**src/rtl/serial_paralelo.sv**
```systemverilog
// Serial-to-parallel receiver: finds byte alignment on a COMMA character,
// locks after LOCK_COUNT aligned COMMAs and then delivers non-COMMA bytes.
module serial_paralelo #(
  parameter logic [7:0]  COMMA      = 8'hBC,
  parameter int unsigned LOCK_COUNT = 4
) (
  input  logic       clk8f,
  input  logic       reset_L,
  input  logic       serial,
  output logic [7:0] data_out,
  output logic       valid_out,
  output logic       active
);

  localparam logic [1:0] UNALIGNED = 2'd0;
  localparam logic [1:0] COUNTING  = 2'd1;
  localparam logic [1:0] ACTIVE    = 2'd2;

  localparam logic [3:0] LOCK = 4'(LOCK_COUNT);

  logic [1:0] state;
  logic [7:0] shift_reg;
  logic [2:0] bit_cnt;
  logic [3:0] comma_cnt;
  logic [7:0] next_shift;
  logic       next_is_comma;
  logic       boundary;

  assign next_shift    = {shift_reg[6:0], serial};
  assign next_is_comma = (next_shift == COMMA);
  assign boundary      = (bit_cnt == 3'd7);

  // In ACTIVE, bit_cnt == 0 means shift_reg still holds the byte completed at
  // the previous edge, which gives the one-cycle output latency for free.
  always_ff @(posedge clk8f or negedge reset_L) begin
    if (!reset_L) begin
      state     <= UNALIGNED;
      shift_reg <= 8'h00;
      bit_cnt   <= 3'd0;
      comma_cnt <= 4'd0;
      data_out  <= 8'h00;
      valid_out <= 1'b0;
      active    <= 1'b0;
    end else begin
      shift_reg <= next_shift;
      case (state)
        UNALIGNED: begin
          valid_out <= 1'b0;
          if (next_is_comma) begin
            bit_cnt   <= 3'd0;
            comma_cnt <= 4'd1;
            if (LOCK == 4'd1) begin
              state  <= ACTIVE;
              active <= 1'b1;
            end else begin
              state <= COUNTING;
            end
          end
        end
        COUNTING: begin
          valid_out <= 1'b0;
          bit_cnt   <= bit_cnt + 3'd1;
          if (boundary) begin
            if (next_is_comma) begin
              comma_cnt <= comma_cnt + 4'd1;
              if (comma_cnt + 4'd1 == LOCK) begin
                state  <= ACTIVE;
                active <= 1'b1;
              end
            end else begin
              state     <= UNALIGNED;
              comma_cnt <= 4'd0;
            end
          end
        end
        ACTIVE: begin
          bit_cnt <= bit_cnt + 3'd1;
          if (bit_cnt == 3'd0) begin
            if (shift_reg != COMMA) begin
              data_out  <= shift_reg;
              valid_out <= 1'b1;
            end else begin
              valid_out <= 1'b0;
            end
          end
        end
        default: begin
          state <= UNALIGNED;
        end
      endcase
    end
  end

endmodule

```
**config.mk**
```make
export PLATFORM = sky130hd
export DESIGN_NAME = serial_paralelo
export DESIGN_NICKNAME = d
export VERILOG_FILES = /design/src/rtl/serial_paralelo.sv
export SDC_FILE = /design/constraint.sdc
export NUM_CORES = 1
export LEC_CHECK = 0
export CAP_MARGIN = 5
export CORE_UTILIZATION = 55
export CTS_BUF_LIST = sky130_fd_sc_hd__clkbuf_16
export DETAILED_ROUTE_END_ITERATION = 12
export GPL_TIMING_DRIVEN = 0
export HOLD_SLACK_MARGIN = 0.12
export PLACE_DENSITY = 0.83
export SETUP_SLACK_MARGIN = 0.4
export SYNTH_ARGS = -nofsm -noshare
export SYNTH_HDL_FRONTEND = slang
export SYNTH_SLANG_ARGS = --single-unit
```
**constraint.sdc**
```tcl
create_clock -name clk8f -period 2 [get_ports clk8f]
set_clock_uncertainty 0.05 [all_clocks]
set_input_delay 0.4 -clock clk8f [delete_from_list [all_inputs] [get_ports clk8f]]
set_output_delay 0.4 -clock clk8f [all_outputs]
set_load 0.02 [all_outputs]
```
==> summary.txt <==
Run status
  • Status: finished, final reports clean

Floorplan
  • Chip height: 50.8 um
  • Starting density of the core: 58.6%
  • IO Pins: 13
  • Core area: 2230 um^2
  • Die width: 50.8 um
  • Die area: 2580 um^2
  • Cell row count: 17

Clock tree
  • Hold-fix buffers, CTS: 0
  • CTS root buffer: clkbuf_16
  • Num Clock Sinks: 27
  • Max clock buf depth: 2
  • Clock Pin Slew Worst Setup and Hold Paths: 0.07 ns
  • Clk Latency, worst-skew pair: 0.27 ns
  • CTS tree: done
  • CTS H-tree depth: 1
  • Total CTS buffers: 3

Setup path
  • CP arrival: 1.93 ns
  • Slowest-stage cell, CP: dfrtp_2
  • Critical Path RT: 2.11 ns
  • Setup crit start kind: flip-flop
  • Reg2reg path depth: 6
  • R2R Setup Slk: 0.18 ns
  • Reg2Reg Capture Point: state[1]$_DFFE_PN0P_
  • Crit-path cells: buf_6, and3b_2, o31ai_4, buf_4, a31oi_1, a31oi_1
  • Slowest stage delay, CP: 0.45 ns
  • Worst setup path end: state[1]$_DFFE_PN0P_
  • CP Buf/Inv Count: 2
  • Critical Path Fanout Max: 3
  • Worst setup path startpoint: comma_cnt[1]$_DFFE_PN0P_
  • CP top delay family: compound AO/OA/AOI/OAI gates
  • RR Startpoint: comma_cnt[1]$_DFFE_PN0P_
  • Most used cell, CP: a31oi_1
  • CP endpoint kind: flip-flop
  • Critical path class: reg2reg
  • CP Depth: 6

Placement
  • Port buffer count: 12
  • Post-DP HPWL: 1.66 mm
  • Dpl cells: 139
  • Placer Congestion: 0.843
  • Worst slack, placed: -0.0701 ns

Routing
  • Post-Route WL: 5.24 mm
  • DRT Pass-1 Iters: 4
  • Initial DRC Count: 42
  • Drt wl/cell: 28.9 um
  • Antenna viol nets, final: 0
  • Routed vias: 1232
  • Via/cell ratio: 6.81
  • DRC: 0

Layout
  • Non-Filler Instances: 181
  • ANT cells: 0
  • Final core area utilization: 95.4%
  • Area growth from synthesis to layout: 62.8%
  • Layout cells sized above 1: 56.2%
  • NumNets Final: 166

Timing
  • Transition time of the tightest slew-check pin: 0.574 ns
  • Final Max Slew Viols: 0
  • Min cycle time layout: 1.82 ns
  • Final worst slack: 0.184 ns
  • Fmax: 551 MHz
  • Worst relative slew slack: 61.6%
  • Hold Violations, Final: 0
  • Final setup vio count: 0
  • Crit share post-route: 90.8%
  • Hold slack: 0.354 ns
  • RSZ-0062 raised after global routing: yes

GRT
  • Total gr overflow: 0
  • Initial antenna violation count: 0
  • Total Routing Usage GR: 32.4%
  • Vias in the first global route: 1142
  • Largest net degree at the start of global routing: 28
  • First-pass GRT wire length: 5.66 mm

Logic synthesis
  • Yosys cell types: 36
  • Seq/Total Area, Yosys: 51.6%
  • Top_reg_cell synth: dfrtp_1
  • Post-synthesis instance area: 1310 um^2
  • Post-synth EDFFs: 0
  • #FFs+latches synth: 27
  • Mean Syn Cell Area: 13.2 um^2
  • Syn Nets: 111
  • Async S/R FF share, synth: 100%
  • YS warnings: 0
  • Post-Synthesis Cells: 99

Power
  • Power Total: 2.21 mW
  • Maximum vdd drop: 979 uV
  • LEAKAGE: 0.983 nW
  • Power per standard cell area: 1040 nW/um^2

Job
  • Max Cap Violations: 0

Worst hold path
  • Worst Hold Class: in2reg
power breakdown:
part / switching [mW] / internal, mW
Sequential: 0.0746 / 0.605
Clock: 0.204 / 0.273
Combinational: 0.515 / 0.539
synth_stat cells, types with 3 or more instances:
cell,n,share of area (%)
o21ai_0,4,1.5
o31ai_1,3,1.7
mux2_2,6,5.2
ha_1,9,8.6
nor2_1,4,1.1
nand2_1,5,1.4
dfrtp_1,27,52
inv_1,4,1.1
metrics by stage:
stage               instance area (um^2)  TNS (ns)
finish                              2130         0
global route                        2130         0
CTS                                 1870         0
detailed placement                  1470   -0.0701
floorplan                           1320         0
global placement                    1470   -0.0511
worst min path at each step:
stage                           startpoint                     end  slack [ns]  depth (start not counted)
detailed placement  shift_reg[3]$_DFF_PN0_  shift_reg[4]$_DFF_PN0_        0.35                          0
global placement    shift_reg[3]$_DFF_PN0_  shift_reg[4]$_DFF_PN0_        0.36                          0
CTS                                 serial  shift_reg[0]$_DFF_PN0_        0.37                          1
global route                        serial  shift_reg[0]$_DFF_PN0_        0.37                          1
finish                              serial  shift_reg[0]$_DFF_PN0_        0.35                          1
floorplan                          reset_L      active$_DFFE_PN0P_        0.05                          0
area by class of cell:
type / instances / area, um^2
inverter: 4 / 15.0
clock inverter: 1 / 7.51
clock buffer: 3 / 75.1
multi-input combinational: 67 / 818
timing repair buffer: 50 / 485
tap: 28 / 35.0
sequential: 27 / 679
buffer: 1 / 15.0
fill: 50 / 103
cell families (layout without fill, tap and decap cells):
group           after synthesis  after routing  synth area share [%]
flops                        27             27                  51.6
simple gates                 26             26                  13.2
fa+ha+maj                     9              9                  8.60
buf+inv                       5             59                  1.43
compound gates               22             22                  16.2
mux                          10             10                  8.99
per-layer routing:
metal	GRT usage, %	up-vias	routed length (um)
met5	0	-	0
met4	17.6	0	392
met3	9.09	31	519
met2	51.8	107	2500
met1	39.6	614	1830
li1	-	480	-
placed cells by master (no fill, tap or decap), types with 2 or more instances in the layout:
cell / instances
a31oi_1: 2
buf_16: 2
buf_4: 24
buf_6: 11
clkbuf_16: 3
dfrtp_1: 24
dfrtp_2: 3
dlygate4sd2_1: 11
ha_4: 7
inv_2: 4
mux2_4: 8
mux2i_1: 2
nand2_1: 5
nand3b_1: 2
nand4_1: 2
nor2_1: 3
nor2_2: 2
o21ai_1: 2
o21ai_4: 2
o22a_1: 2
o31ai_4: 2
repair_timing:
item	4_1_cts	5_1_grt
resized for setup	38	34
setup buffers	25	11
gates cloned	1	0
endpoints found under the hold margin	0	0
pin swaps	7	12
endpoints found under the setup margin	22	19
No activity file was read; power rests on OpenSTA's default activity.
